<file path="src/rtl/gzip_stored_inflate.sv">
// gzip_stored_inflate: decodes a gzip member whose DEFLATE payload holds only
// stored blocks. Bytes arrive from a FWFT FIFO and the payload is passed straight
// to an output FIFO. CRC32 and ISIZE are recomputed and checked against the
// trailer, and the results are held in sticky status bits.
module gzip_stored_inflate (
  input  logic        clk,
  input  logic        rst,
  input  logic [7:0]  din_in,
  input  logic        empty_in,
  output logic        rd_en_in,
  output logic [7:0]  dout_out,
  output logic        wr_en_out,
  input  logic        full_out,
  output logic        done,
  output logic        hdr_error,
  output logic        btype_error,
  output logic        len_error,
  output logic        crc_error,
  output logic        isize_error,
  output logic [31:0] crc_out,
  output logic [31:0] isize_out
);

  typedef enum logic [2:0] {
    S_HDR,
    S_BLKHDR,
    S_LEN,
    S_COPY,
    S_TRAILER,
    S_DONE,
    S_ERR
  } state_t;

  state_t state, state_next;

  logic [3:0]  byte_cnt;   // byte index within HDR / LEN / TRAILER
  logic [15:0] copy_cnt;   // payload bytes left in the current block
  logic        bfinal;
  logic        hdr_bad;    // any header check failed so far
  logic [23:0] len_sr;     // LEN/NLEN bytes received so far, LSB first
  logic [55:0] trl_sr;     // trailer bytes received so far, LSB first
  logic [31:0] crc_reg;    // non-inverted CRC register
  logic [31:0] isize_reg;

  logic        take;       // a byte is consumed this cycle
  logic        xfer;       // a payload byte is passed through this cycle
  logic        hdr_byte_bad;
  logic [31:0] len_word;
  logic [63:0] trl_word;
  logic [31:0] crc_next;

  // Reflected CRC32 (poly 0xEDB88320), one byte processed LSB first.
  function automatic logic [31:0] crc_update(input logic [31:0] c, input logic [7:0] d);
    logic [31:0] r;
    r = c ^ {24'h000000, d};
    for (int unsigned i = 0; i < 8; i++) begin
      r = r[0] ? ((r >> 1) ^ 32'hEDB88320) : (r >> 1);
    end
    return r;
  endfunction

  // Next-state, consume/transfer strobes and assembled multi-byte fields.
  always_comb begin
    state_next   = state;
    take         = 1'b0;
    xfer         = 1'b0;
    len_word     = {din_in, len_sr};
    trl_word     = {din_in, trl_sr};
    crc_next     = crc_update(crc_reg, din_in);
    hdr_byte_bad = 1'b0;
    case (byte_cnt)
      4'd0:    hdr_byte_bad = (din_in != 8'h1F);
      4'd1:    hdr_byte_bad = (din_in != 8'h8B);
      4'd2:    hdr_byte_bad = (din_in != 8'h08);
      4'd3:    hdr_byte_bad = (din_in != 8'h00);
      default: hdr_byte_bad = 1'b0;
    endcase
    case (state)
      S_HDR: begin
        take = !empty_in;
        if (take && byte_cnt == 4'd9) begin
          state_next = (hdr_bad || hdr_byte_bad) ? S_ERR : S_BLKHDR;
        end
      end
      S_BLKHDR: begin
        take = !empty_in;
        if (take) begin
          state_next = (din_in[2:1] != 2'b00) ? S_ERR : S_LEN;
        end
      end
      S_LEN: begin
        take = !empty_in;
        if (take && byte_cnt == 4'd3) begin
          if (len_word[31:16] != ~len_word[15:0]) begin
            state_next = S_ERR;
          end else if (len_word[15:0] == 16'h0000) begin
            state_next = bfinal ? S_TRAILER : S_BLKHDR;
          end else begin
            state_next = S_COPY;
          end
        end
      end
      S_COPY: begin
        take = !empty_in && !full_out;
        xfer = take;
        if (take && copy_cnt == 16'd1) begin
          state_next = bfinal ? S_TRAILER : S_BLKHDR;
        end
      end
      S_TRAILER: begin
        take = !empty_in;
        if (take && byte_cnt == 4'd7) begin
          state_next = S_DONE;
        end
      end
      default: begin
        take = 1'b0;
      end
    endcase
  end

  assign rd_en_in  = take && !rst;
  assign wr_en_out = xfer && !rst;
  assign dout_out  = din_in;
  assign crc_out   = ~crc_reg;
  assign isize_out = isize_reg;

  // State register.
  always_ff @(posedge clk) begin
    if (rst) begin
      state <= S_HDR;
    end else begin
      state <= state_next;
    end
  end

  // Field capture, counters, CRC/ISIZE accumulation and sticky status.
  always_ff @(posedge clk) begin
    if (rst) begin
      byte_cnt    <= '0;
      copy_cnt    <= '0;
      bfinal      <= 1'b0;
      hdr_bad     <= 1'b0;
      len_sr      <= '0;
      trl_sr      <= '0;
      crc_reg     <= '1;
      isize_reg   <= '0;
      done        <= 1'b0;
      hdr_error   <= 1'b0;
      btype_error <= 1'b0;
      len_error   <= 1'b0;
      crc_error   <= 1'b0;
      isize_error <= 1'b0;
    end else if (take) begin
      case (state)
        S_HDR: begin
          hdr_bad <= hdr_bad | hdr_byte_bad;
          if (byte_cnt == 4'd9) begin
            byte_cnt <= '0;
            if (hdr_bad || hdr_byte_bad) begin
              hdr_error <= 1'b1;
            end
          end else begin
            byte_cnt <= byte_cnt + 4'd1;
          end
        end
        S_BLKHDR: begin
          bfinal   <= din_in[0];
          byte_cnt <= '0;
          if (din_in[2:1] != 2'b00) begin
            btype_error <= 1'b1;
          end
        end
        S_LEN: begin
          len_sr <= {din_in, len_sr[23:8]};
          if (byte_cnt == 4'd3) begin
            byte_cnt <= '0;
            copy_cnt <= len_word[15:0];
            if (len_word[31:16] != ~len_word[15:0]) begin
              len_error <= 1'b1;
            end
          end else begin
            byte_cnt <= byte_cnt + 4'd1;
          end
        end
        S_COPY: begin
          copy_cnt  <= copy_cnt - 16'd1;
          crc_reg   <= crc_next;
          isize_reg <= isize_reg + 32'd1;
        end
        S_TRAILER: begin
          trl_sr <= {din_in, trl_sr[55:8]};
          if (byte_cnt == 4'd7) begin
            byte_cnt    <= '0;
            done        <= 1'b1;
            crc_error   <= (trl_word[31:0] != ~crc_reg);
            isize_error <= (trl_word[63:32] != isize_reg);
          end else begin
            byte_cnt <= byte_cnt + 4'd1;
          end
        end
        default: begin
          byte_cnt <= byte_cnt;
        end
      endcase
    end
  end

endmodule

</file>
<file path="config.mk">
export PLATFORM = sky130hd
export DESIGN_NAME = gzip_stored_inflate
export DESIGN_NICKNAME = d
export VERILOG_FILES = /design/src/rtl/gzip_stored_inflate.sv
export SDC_FILE = /design/constraint.sdc
export NUM_CORES = 1
export LEC_CHECK = 0
export ABC_AREA = 1
export ABC_CLOCK_PERIOD_IN_PS = 2160
export CAP_MARGIN = 10
export CORE_UTILIZATION = 40
export DETAILED_ROUTE_END_ITERATION = 10
export GPL_TIMING_DRIVEN = 0
export SYNTH_ARGS = -nofsm -noshare
export SYNTH_HDL_FRONTEND = slang
export SYNTH_SLANG_ARGS = --single-unit
</file>
<file path="constraint.sdc">
create_clock -name clk -period 2.16 [get_ports clk]
set_input_delay 0.324 -clock clk [delete_from_list [all_inputs] [get_ports clk]]
set_output_delay 0.324 -clock clk [all_outputs]
set_load 0.01 [all_outputs]
</file>
Word level (Yosys, flattened, before mapping)
Cells that the tools add are included.
{"block": "word_totals", "regBits": 175, "word_cells": 112, "in_bits": 12}
{"block": "classes", "n_eq_ne": 22, "add_sub_neg": 3, "reduce_logical": 32, "bitwise_logic": 12, "mux": 28}
{"operator": "$mux 32", "count": 8}
{"operator": "$not 13->14", "count": 8}
{"operator": "$ne 32x32->1", "count": 2}
{"operator": "$add 32x1->32 const B", "count": 1}
{"operator": "$not 32->32", "count": 1}
{"operator": "$pmux 16 s2", "count": 1}
{"operator": "$xor 32x8->32", "count": 1}
{"operator": "$mux 3", "count": 10}
{"operator": "$eq 16x1->1 const B", "count": 1}
{"operator": "$logic_not 16->1", "count": 1}
{"operator": "$mux 16", "count": 1}
{"operator": "$ne 16x16->1", "count": 1}
{"operator": "$not 16->16", "count": 1}
{"operator": "$pmux 4 s4", "count": 1}
{"operator": "$sub 16x1->16 const B", "count": 1}
{"operator": "$pmux 3 s5", "count": 1}
{"operator": "$mux 4", "count": 3}
{"operator": "$ne 2x2->1 const B", "count": 6}
{"operator": "$reduce_and 2->1", "count": 6}
{"operator": "$reduce_and 3->1", "count": 3}
{"operator": "$eq 4x2->1 const B", "count": 2}
{"operator": "$ne 8x4->1 const B", "count": 1}
{"operator": "$ne 8x5->1 const B", "count": 1}
{"operator": "$ne 8x8->1 const B", "count": 1}
{"operator": "23 further kinds", "count": 34}

Longest topological paths before layout
{"block": "logic_depth", "ltp_word": 17, "depth_mapped": 14}

Worst setup path before layout
Ideal clock, no wire load.
{"block": "synth_path", "path_kind": "register to register", "from": "reg isize_reg[1] (netlist: isize_out[1])", "to": "reg isize_reg[30] (netlist: isize_out[30])", "t_required_ns": 2.028, "t_arrival_ns": 1.580, "setup_ns": 0.132, "path_slack_ns": 0.448, "path_stages_with_launch": 11, "period_less_slack_ns": 1.712, "path_cell_list": "dfxtp_1 -> ha_1 -> nand2_1 -> inv_1 -> nand3_1 -> nor2_1 -> nand3_2 -> nor2_2 -> inv_1 -> nor3_1 -> nor3_1"}
{"block": "synth_via", "elab_chain_len": 1}
{"item": "start, declared", "line_no": "43", "source": "logic [31:0] isize_reg;"}
{"item": "start signal, assigned", "line_no": "189", "source": "isize_reg <= isize_reg + 32'd1;"}
{"item": "$add 32x1->32", "line_no": "189"}
No other way between the ends.
A chain may end at the register's enable or synchronous reset.

Worst setup path in the final report
{"block": "layout_path", "from": "in rst", "to": "out wr_en_out"}
{"block": "layout_via", "elab_chain_len": 2}
{"item": "start, declared", "line_no": "7", "source": "input logic rst,"}
{"item": "$logic_not 1->1", "line_no": "123", "source": "assign wr_en_out = xfer && !rst;"}
{"item": "$logic_and 1x1->1", "line_no": "123"}
{"item": "end, declared", "line_no": "12", "source": "output logic wr_en_out,"}
No other way between the ends.

==> qor.yml <==
status:
  status: "complete, no violations"
route:
  viasPerCell: 5.21
  drt_iter0_markers: 739
  vias: 9752
  wl_per_cell_um: 17.6
  wl_um: 32900
  dr.pass1.iters: 5
  ant_nets: 0
  detail_route.drc_violations: 0
critical_path:
  worstPathCellList: "clkdlybuf4s50_1, clkbuf_4, clkbuf_2, nor2_1, clkdlybuf4s15_2"
  required_ns: 1.84
  slowest_stage: "clkdlybuf4s50_1"
  cp_max_fo: 10
  rr_startpoint: "state[1]"
  critPathLaunchType: "input port"
  critPathKind: "in2out"
  cp-startpoint: "rst"
  crit_arrival_ns: 1.81
  end_kind: "output pin"
  crit_buf_inv: 4
  cp_slowest_stage_delay_ns: 0.55
  path_delay_family: "buffers and inverters"
floorplan:
  fp.dieH_um: 157
  initial_core_util_pct: 40.9
  core_mm2: 0.0236
  die_area_mm2: 0.0248
  io_pins: 92
  die_w_um: 157
  rows: 56
sta:
  setup_ws_ns: 0.0268
  period_share_pct: 98.8
  hold_violations: 0
  fmaxAchievable_mhz: 469
  maxSlewViolCount: 0
  max-slew-margin-rel_pct: 30.1
  setup_violations: 0
  skew_ns: 0.0126
  tns_ns: 0
  grt_setup_unrepaired: "yes"
  layout_min_cycle_time_ns: 2.13
  worst_pin_slew_ns: 1.05
synthesis:
  yosys_most_used_dff: "dfxtp_1"
  syn_inst: 1423
  ys_seq_elements: 175
  syn_nets: 1442
  synth_cell_type_count: 42
  synth_seq_area_share_pct: 36.3
  synth_area_mm2: 0.00966
  async_reset_ff_share_pct: 0
  synth_edf_count: 0
  syn_avg_cell_area_um2: 6.79
  yosysWarnings: 0
placed_design:
  dp.final_hpwl_um: 24100
  io_buffers: 86
  place_ws_ns: -1.12
  dpl_cell_area_mm2: 0.0109
  gp_congestion: 0.921
clock_network:
  cts-root-buf: "clkbuf_16"
  cts_buffer_depth: 2
  path_clk_slew_ns: 0.08
  clk-insertion-delay-late_ns: 0.45
  cts_tree: "yes"
  htreeDepth: 4
  cts.sinks: 175
  cts_buffers: 17
global_route:
  grt_pass1_vias: 9001
  met1_usage_pct: 36.9
  grt_pass1_wl_um: 50700
  grt.met2_usage_pct: 44.2
  grt_overflow: 0
  busiest_layer: "met2"
  gr-usage-met3_pct: 4.30
  grt_max_degree: 21
  antenna_found_initial: 0
  track_usage_pct: 27.3
power_and_ir_drop:
  post-layout-total-power_mw: 10.1
  power_density_mw_per_mm2: 859
  ir_drop_uv: 466
  leakage_nw: 4.91
flow_run:
  maxCapViolations: 0
worst_hold_path:
  worstHoldStart: "din_in[2]"
  hp-class: "in2reg"
finish:
  diodes: 0
  drive_gt1_share_pct: 9.40
  areaGrowthSynthToFinish_pct: 21.9
  fin_area_mm2: 0.0118
  largest_reg_flops: 56
  nets: 1560
[cell usage after synthesis (26+ instances only)]
master | count | area, um2
inv_1 | 166 | 623
nand4_1 | 32 | 200
xnor2_1 | 26 | 228
nand2_1 | 328 | 1230
a21oi_1 | 151 | 756
o21ai_1 | 47 | 235
nor2_1 | 116 | 435
xor2_1 | 52 | 455
nand3_1 | 61 | 305
o21ai_0 | 69 | 345
clkbuf_1 | 30 | 113
dfxtp_1 | 175 | 3500
[cells in the final DEF, fill, tap and decap left out, types with 4 or more instances in the layout]
cell type	count
xor2_2	4
clkbuf_16	18
nand2_1	326
buf_4	27
o21ai_1	47
ha_1	7
nand2_4	4
clkinv_8	5
inv_1	166
xnor2_4	4
clkbuf_1	26
clkdlybuf4s50_1	80
o21ai_0	69
inv_8	7
a211oi_1	9
nand3_1	60
nand3b_1	5
inv_2	13
nor2_4	5
a21oi_1	150
o211ai_1	11
nor2_1	114
nor3_1	25
nand2_2	8
xor2_1	51
buf_2	17
or2_2	11
a31oi_1	8
xnor2_1	26
dfxtp_1	173
nand4_1	32
[stage by stage]
step	util [%]	hold WS [ns]	cells
floorplan	-	0.427	1423
global placement	46.3	0.440	1828
detailed placement	46.3	0.446	1828
CTS	49.4	0.320	1866
global route	49.9	0.347	1873
finish	49.9	0.335	1873
[power by group]
part           total [mW]  switching, mW  internal [mW]
registers            3.89          0.321           3.56
logic                3.02           1.96           1.06
clock network        3.21           1.63           1.58
[cells by family after synthesis]
family | Yosys count | share of synthesized area (%)
compound gates | 305 | 16.7
fa+ha+maj | 7 | 0.906
simple gates | 601 | 26.7
xor+xnor | 87 | 8.93
buf+inv | 248 | 10.5
flops | 175 | 36.3
[cell type report]
| cell class | count | area (um2) |
|---|---|---|
| fillers | 2447 | 11800 |
| multi-input cells | 1000 | 5230 |
| flip-flops and latches | 175 | 3510 |
| repair buffers | 99 | 975 |
| inverters | 183 | 696 |
| clock buffers | 17 | 425 |
| well taps | 319 | 399 |
| plain buffers | 65 | 368 |
| clock inverters | 15 | 183 |
[worst paths after layout]
kind	cells after the start	end	slack [ns]
setup / recovery	5	wr_en_out	0.03
hold / removal	3	trl_sr[50]	0.33
hold reg to reg	2	hdr_error	0.45
setup reg to reg	8	crc_error	0.14
[worst reg2reg max path, stage by stage, from the launching register on]
cell and delay, ns:
dfxtp_2 0.36, nor2_1 0.23, inv_1 0.09, nor2_1 0.36, nand2_4 0.20, nor2_2 0.40, nand4_1 0.17, nand2_1 0.09
inv_1 0.04
[layer usage]
metal | part of all wire, % | vias to the layer above
li1 | - | 4835
met1 | 47 | 4553
met2 | 45 | 326
met3 | 6.0 | 38
met4 | 2.1 | 0
met5 | 0 | -
[timing repair]
item | 4_1_cts | 5_1_grt
gates cloned | 0 | 1
resized for setup | 31 | 14
hold buffers | 0 | 0
pin swaps | 4 | 2
setup endpoints to repair | 10 | 13
buffers inserted | 6 | 6
(Power assumes the default switching activity.)
